==> config.mk <==
export PLATFORM = sky130hd
export DESIGN_NAME = tx_shift
export DESIGN_NICKNAME = d
export VERILOG_FILES = /design/src/rtl/tx_shift_pkg.sv /design/src/rtl/tx_shift.sv
export SDC_FILE = /design/constraint.sdc
export NUM_CORES = 1
export LEC_CHECK = 0
export ABC_AREA = 0
export CORE_ASPECT_RATIO = 1.2
export CORE_MARGIN = 1
export CORE_UTILIZATION = 38
export DETAILED_ROUTE_END_ITERATION = 10
export RECOVER_POWER = 50
export SLEW_MARGIN = 20
export SYNTH_ARGS = -nofsm -noshare
export SYNTH_HDL_FRONTEND = slang
export SYNTH_SLANG_ARGS = --single-unit
==> constraint.sdc <==
create_clock -name clk -period 2.8 [get_ports clk]
set_input_delay 0.7 -clock clk [delete_from_list [all_inputs] [get_ports clk]]
set_output_delay 0.7 -clock clk [all_outputs]
set_load 0.01 [all_outputs]
==> src/rtl/tx_shift_pkg.sv <==
// Shared comm definitions for the TX/RX block shifters: byte width,
// default block size and the serializer state encoding.
package tx_shift_pkg;

  localparam int BYTE_W     = 8;
  localparam int NBYTES_DEF = 16;

  typedef enum logic [1:0] {
    ST_IDLE = 2'd0,
    ST_SEND = 2'd1,
    ST_WAIT = 2'd2,
    ST_DONE = 2'd3
  } shift_state_t;

  function automatic logic [BYTE_W-1:0] top_byte(input logic [8*NBYTES_DEF-1:0] blk);
    return blk[8*NBYTES_DEF-1 -: BYTE_W];
  endfunction

endpackage

==> src/rtl/tx_shift.sv <==
// TX block serializer: loads one block and hands it to the UART transmitter
// one byte at a time, most-significant byte first.
//
// state | meaning
// IDLE  | ready for a block; load accepted here only
// SEND  | one cycle, tx_start high, d_out shows the current byte
// WAIT  | d_out held, waiting for the UART's tx_done
// DONE  | one cycle, shift_done high, then back to IDLE
module tx_shift
  import tx_shift_pkg::*;
#(
  parameter int NBYTES = NBYTES_DEF
) (
  input  logic                     clk,
  input  logic                     reset,
  input  logic [BYTE_W*NBYTES-1:0] d_in,
  input  logic                     load,
  output logic                     ready,
  output logic [BYTE_W-1:0]        d_out,
  output logic                     tx_start,
  input  logic                     tx_done,
  output logic                     busy,
  output logic                     shift_done
);

  localparam int W  = BYTE_W * NBYTES;
  localparam int CW = (NBYTES > 1) ? $clog2(NBYTES) : 1;
  localparam logic [CW-1:0] LAST = CW'(NBYTES - 1);

  shift_state_t      r_state;
  shift_state_t      w_next;
  logic [W-1:0]      r_shift;
  logic [CW-1:0]     r_ctr;
  logic [BYTE_W-1:0] r_dout;
  logic              r_tx_start;
  logic              r_shift_done;
  logic              w_accept;
  logic              w_advance;

  always_comb begin
    w_next    = r_state;
    w_accept  = 1'b0;
    w_advance = 1'b0;
    case (r_state)
      ST_IDLE: begin
        if (load) begin
          w_accept = 1'b1;
          w_next   = ST_SEND;
        end
      end
      ST_SEND: w_next = ST_WAIT;
      ST_WAIT: begin
        if (tx_done) begin
          if (r_ctr == LAST) begin
            w_next = ST_DONE;
          end else begin
            w_advance = 1'b1;
            w_next    = ST_SEND;
          end
        end
      end
      ST_DONE: w_next = ST_IDLE;
      default: w_next = ST_IDLE;
    endcase
  end

  // Strobes are decoded from the next state so they line up with the state register.
  always_ff @(posedge clk or negedge reset) begin
    if (!reset) begin
      r_state      <= ST_IDLE;
      r_shift      <= '0;
      r_ctr        <= '0;
      r_dout       <= '0;
      r_tx_start   <= 1'b0;
      r_shift_done <= 1'b0;
    end else begin
      r_state      <= w_next;
      r_tx_start   <= (w_next == ST_SEND);
      r_shift_done <= (w_next == ST_DONE);
      if (w_accept) begin
        r_shift <= d_in;
        r_ctr   <= '0;
        r_dout  <= d_in[W-1 -: BYTE_W];
      end else if (w_advance) begin
        r_shift <= r_shift << BYTE_W;
        r_ctr   <= r_ctr + 1'b1;
        r_dout  <= r_shift[W-BYTE_W-1 -: BYTE_W];
      end
    end
  end

  assign ready      = (r_state == ST_IDLE);
  assign busy       = (r_state != ST_IDLE);
  assign d_out      = r_dout;
  assign tx_start   = r_tx_start;
  assign shift_done = r_shift_done;

endmodule

Word-level counts from Yosys, hierarchy flattened
Index checks and enable logic that the tools add are counted.
{"block": "word_totals", "regBits": 136, "latchBits": 0, "ramBits": 0, "mem_bits_ro": 0, "inputBits": 132, "out_inout_bits": 12, "elab_cells": 31, "n_memories": 0}
{"block": "classes", "addsub": 1, "n_mul": 0, "n_div": 0, "n_lt_le_gt_ge": 0, "eq_ne": 6, "shifts": 0, "mux": 15, "bitwise": 0, "reduce_logical": 3}
{"operator": "2-to-1 mux 120 bit", "count": 2}
{"operator": "2-to-1 mux 8 bit", "count": 2}
{"operator": "2-to-1 mux 4 bit", "count": 2}
{"operator": "one-hot mux 2 bit (4 select lines)", "count": 1}
{"operator": "equality test 2 bit (second input constant)", "count": 3}
{"operator": "2-to-1 mux 2 bit", "count": 3}
{"operator": "2-to-1 mux 1 bit", "count": 5}
{"operator": "adder 4 x 1 -> 4 bit (second input constant)", "count": 1}
{"operator": "equality test 2 x 1 -> 1 bit (second input constant)", "count": 2}
{"operator": "equality test 4 bit (second input constant)", "count": 1}
{"operator": "nonzero test 2 bit", "count": 2}
{"operator": "zero test 2 bit", "count": 1}

Longest topological paths before layout
{"block": "logic_depth", "ltp_word": 6, "ltp_mapped": 7, "ltp_nobuf": 4}

Worst setup path before layout
OpenSTA, ideal clock, no wires.
{"block": "synth_path", "kind": "input-to-reg", "startpoint": "input port load", "endpoint": "register r_shift[65]", "arrival_ps": 1551, "setup_slack_ps": 1124, "cell_stages": 6, "n_path_buf": 3, "cell_sequence": "or3b_1 > clkbuf_1 > buf_6 > buf_6 > nor2_1 > a21oi_1"}
{"block": "synth_via", "elab_chain_cells": 3, "elab_cells_between_ends": 4, "classes_between": "mux (3); reduce/logical (1)"}
{"element": "start, declared", "line": "tx_shift.sv:17", "source": "input logic load,"}
{"element": "2-to-1 mux 1 bit (*)", "line": "tx_shift.sv:46", "source": "if (load) begin"}
{"element": "2-to-1 mux 1 bit (*)", "line": "tx_shift.sv:44", "source": "case (r_state)"}
{"element": "2-to-1 mux 120 bit or nonzero test 2 bit (tied branches)"}
{"element": "end signal, assigned", "line": "tx_shift.sv:81", "source": "r_shift <= d_in;"}
{"element": "end signal, assigned", "line": "tx_shift.sv:85", "source": "r_shift <= r_shift << BYTE_W;"}
{"element": "end, declared", "line": "tx_shift.sv:32", "source": "logic [W-1:0] r_shift;"}
Mark *: on every way between the ends. The rest lies on a longest branch, timed or not.
A chain may end at the register's enable or synchronous reset.

Worst setup path after layout
{"block": "layout_path", "startpoint": "input port tx_done", "endpoint": "register r_shift[105]"}
{"block": "layout_via", "elab_chain_cells": 3}
{"element": "start, declared", "line": "tx_shift.sv:21", "source": "input logic tx_done,"}
{"element": "2-to-1 mux 1 bit", "line": "tx_shift.sv:53", "source": "if (tx_done) begin"}
{"element": "2-to-1 mux 1 bit", "line": "tx_shift.sv:44"}
{"element": "nonzero test 2 bit (no line)"}
No other way between the ends.

==> results by stage <==
Clock network:
- The clock slew at the register clock pins of the worst setup and hold paths is 0.06 ns.
- The clock tree synthesis step divided the H-tree into 4 levels.
- Counting every sink on the clock net gives 136.
- The CTS buffer count is 17.
- The buffer depth of the longest clock path is 2.
- The number of gates given a new drive strength after cts is 0.
- At the later pin of the worst-skew pair, clock insertion delay measures approximately 0.43 ns.
- Buffers inserted to repair hold after CTS numbered 0.
- The CTS tree is yes.
- The clock tree root buffer cell is sky130_fd_sc_hd__clkbuf_16.
- In this run the post-CTS setup repair buffer count came out at 0.

Final layout:
- Once layout is complete, the cells apart from fillers number 1076.
- At the end of the flow, the number of nets in the layout was 980.
- The fraction of final layout cells with drive strength greater than 1 is under 10%.
- The count of inserted antenna diode cells is 0.
- The area growth from synthesis to final layout is 32.3%.

Placement:
- The number of cells after detailed placement is between 1000 and 1500.
- The half-perimeter wire length of the detailed placement result is 11500 µm.
- Routability-driven placement finished with a final weighted congestion of between 0.8 and 0.9.
- Before CTS, the worst setup slack after placement is 0.383 ns.
- The number of buffer cells added on primary ports is about 140.

Synthesis:
- The share of synthesized area in the top cell type comes to a little over 50%.
- Counting distinct cell types in the post-synthesis netlist gives 26.
- The register area share after synthesis is between 50% and 60%.
- The number of enable flip-flop cells after synthesis is 0.
- The flip-flop and latch count after synthesis is between 100 and 150.
- For this run, the number of Yosys warnings is 0.
- The cell area after synthesis is about 6600 µm².
- In the synthesized netlist the dominant register cell turns out to be sky130_fd_sc_hd__dfrtp_1.
- Of all flip-flops after synthesis, the portion carrying an async set or reset was 100%.
- Synthesis produced a netlist with a net count of between 800 and 900.
- Ranked by total cell area, the synthesized netlist is headed by sky130_fd_sc_hd__dfrtp_1 (52%), sky130_fd_sc_hd__a31oi_1 (11%), sky130_fd_sc_hd__o21ai_0 (9.7%), sky130_fd_sc_hd__a21oi_1 (9.4%), sky130_fd_sc_hd__nor2_1 (7.1%).
- The per-instance average area after synthesis is roughly 8.7 µm².
- The post-synthesis cell count is about 750.
- The largest total area in the synthesized netlist belongs to sky130_fd_sc_hd__dfrtp_1.

Critical path:
- The number of logic stages on the critical path including buffering is 5.
- STA classifies the critical path endpoint as a flop.
- The required time at the endpoint of the critical path is about 3 ns.
- The critical path contains buffers and inverters numbering 2 combined.
- Traced cell by cell, the critical path runs through dlygate4sd3_1 > nand3b_4 > clkbuf_2 > o21ai_0 > a21oi_1.
- On the critical path, the stage with the largest delay is an instance of sky130_fd_sc_hd__dlygate4sd3_1.
- By startpoint and endpoint, the worst setup path is classified as in2reg.
- STA puts the critical path data arrival time at about 2.8 ns.
- The critical path's top delay family is buffers and inverters.
- The delay of the slowest cell on the worst path is 0.65 ns.
- Measured in cells, the most critical reg-to-reg path has a length of 5.
- The worst setup path is launched from a primary input.
- The maximum fanout along the worst path is 62.

Die:
- In this run the standard cell core region covers roughly 17000 µm².
- The row count is 52.
- The initial core utilization is between 30 and 40%.
- The vertical extent of the die is 146 µm.
- Measured along the x axis, the die boundary spans approximately 120 µm.
- The count of pins on the block boundary is 144.
- The floorplan step defined a die boundary enclosing around 18000 µm².

Job:
- The number of max-capacitance violations reported is 0.

Routing:
- The total wirelength of the detailed-routed design is roughly 19000 µm.
- The first-pass iteration count of the detailed router is 5.
- The detailed-route via count is a little over 6000.
- The count of nets left with antenna violations once routing finished came out at 0.
- In this run, the number of DRC markers left after iteration 0 of detailed routing was about 750.
- In the final routed layout, each cell accounts on average for around 17 µm.
- The DRC violation count after routing is 0.
- Dividing the detail-routed via count by the number of cells gives between 5 and 6.

Global route:
- The initial antenna violation count is 0.
- The combined global-route utilization of all metal layers is around 22%.
- Global routing finished with a remaining overflow of 0.
- The first global-routing pass estimated between 30000 and 40000 µm of wire.
- The via count of the first global-routing pass came to a little over 6000.
- Entering global routing, the biggest net connects between 100 and 150 pins.

Timing:
- The minimum period implied by the final worst setup slack is ~2.5 ns.
- The actual slew at the worst max-slew pin is 1.25 ns.
- In the post-route analysis, the smallest setup slack over all paths is between 0.3 and 0.4 ns.
- Setup repair after global routing left no endpoint under its margin.
- The final sum of negative setup slack is 0 ns.
- The count of final max-slew check failures came to 0.
- Static timing analysis puts the maximum clock frequency at between 400 and 500 MHz.
- The worst path uses 87.8% of the clock period.
- The number of endpoints with negative hold slack in the final report is 0.
- The number of failing setup endpoints in the final timing report is 0.
- The setup clock skew after layout is approximately 0.0096 ns.
- Measured against its own limit, the worst slew margin works out to between 10% and 20%.

Worst hold path:
- The tightest min-delay check is of the in2async type.

Power and ir drop:
- In this run the static leakage power is 0.00339 µW.
- IR analysis of the VDD net gives a maximum drop of slightly above 0.5 mV.
- In this run the power density over the cells is between 1000 and 1500 nW/µm².

Status:
- The run finished with clean final reports.
==> sequential cells by signal, indices dropped and copies added, names as in the netlist <==
signal / flops
r_state: 2
r_shift: 120
d_out: 8
tx_start: 1
shift_done: 1
r_ctr: 4
==> final timing paths <==
kind                             from  slack [ns]           end
max reg2reg                  r_ctr[0]        0.43   r_shift[59]
max                           tx_done        0.34  r_shift[105]
min in group clk           r_shift[3]        0.53    r_shift[3]
min                             reset        0.53      d_out[0]
min reg2reg                r_shift[3]        0.53    r_shift[3]
max in group asynchronous       reset        0.72    r_shift[0]
==> layer usage <==
layer / vias up / global-route usage [%] / share of wire [%]
li1: 2896 / - / -
met1: 3058 / 30.8 / 44
met2: 254 / 33.5 / 48
met3: 31 / 4.27 / 6.1
met4: 0 / 9.07 / 2.0
met5: - / 0 / 0
==> cells in the mapped netlist (2+ instances only) <==
| cell type | count |
|---|---|
| sky130_fd_sc_hd__o21ai_1 | 4 |
| sky130_fd_sc_hd__nand3_1 | 3 |
| sky130_fd_sc_hd__nor2_1 | 124 |
| sky130_fd_sc_hd__o21ai_0 | 127 |
| sky130_fd_sc_hd__buf_2 | 24 |
| sky130_fd_sc_hd__clkbuf_2 | 4 |
| sky130_fd_sc_hd__buf_4 | 2 |
| sky130_fd_sc_hd__nand2_1 | 18 |
| sky130_fd_sc_hd__mux2i_1 | 3 |
| sky130_fd_sc_hd__a31oi_1 | 120 |
| sky130_fd_sc_hd__a21oi_1 | 123 |
| sky130_fd_sc_hd__dfrtp_1 | 136 |
| sky130_fd_sc_hd__buf_6 | 12 |
| sky130_fd_sc_hd__clkbuf_1 | 41 |
==> stage by stage <==
stage               hold slack, ns  power [µW]  util, %  instance area (µm²)
detailed placement           0.523        6470     47.7                 8040
CTS                          0.219        8980     51.6                 8700
floorplan                    0.404        5490        -                 6560
finish                       0.530        8930     51.5                 8670
global placement             0.517        6350     47.7                 8040
global route                 0.548        9550     51.5                 8670
==> cells by family (layout without fill, tap and decap cells) <==
| group | after synthesis | count (layout) | share of synthesized area, % |
|---|---|---|---|
| AO/OA/AOI/OAI | 374 | 374 | 30.8 |
| AND/OR/NAND/NOR | 153 | 153 | 9.54 |
| adder cells (fa/ha/maj) | 1 | 1 | 0.191 |
| buffers and inverters | 85 | 192 | 6.89 |
| flip-flops | 136 | 136 | 51.9 |
| multiplexers | 4 | 4 | 0.630 |
==> worst reg2reg max path, cell delays in order, from the launching register on <==
cell and delay, ns:
sky130_fd_sc_hd__dfrtp_1 0.39, sky130_fd_sc_hd__ha_1 0.24, sky130_fd_sc_hd__and3_2 0.92, sky130_fd_sc_hd__buf_4 0.41
sky130_fd_sc_hd__o21ai_0 0.14, sky130_fd_sc_hd__a21oi_1 0.19
==> where the power goes <==
part	switching (µW)	total, µW	internal (µW)
logic	1640	2950	1310
clock network	851	2480	1620
registers	545	3500	2960
total	3040	8930	5890
==> layout make-up <==
| cell class | count | area (µm²) |
|---|---|---|
| fillers | 1617 | 8180 |
| flip-flops and latches | 136 | 3400 |
| multi-input cells | 532 | 2720 |
| repair buffers | 159 | 1620 |
| clock buffers | 20 | 457 |
| well taps | 216 | 270 |
| clock inverters | 12 | 198 |
| inverters | 1 | 3.75 |
==> cell usage in the layout, fill, tap and decap left out, drive strengths merged, types with 2 or more instances in the layout <==
cell type	instances
a21oi	123
a31oi	120
buf	13
bufinv	5
clkbuf	24
clkdlybuf4s50	141
clkinv	5
clkinvlp	2
dfrtp	136
mux2i	3
nand2	18
nand3	4
nor2	124
o21ai	131
Note: power is estimated with default switching activity, not from simulation.
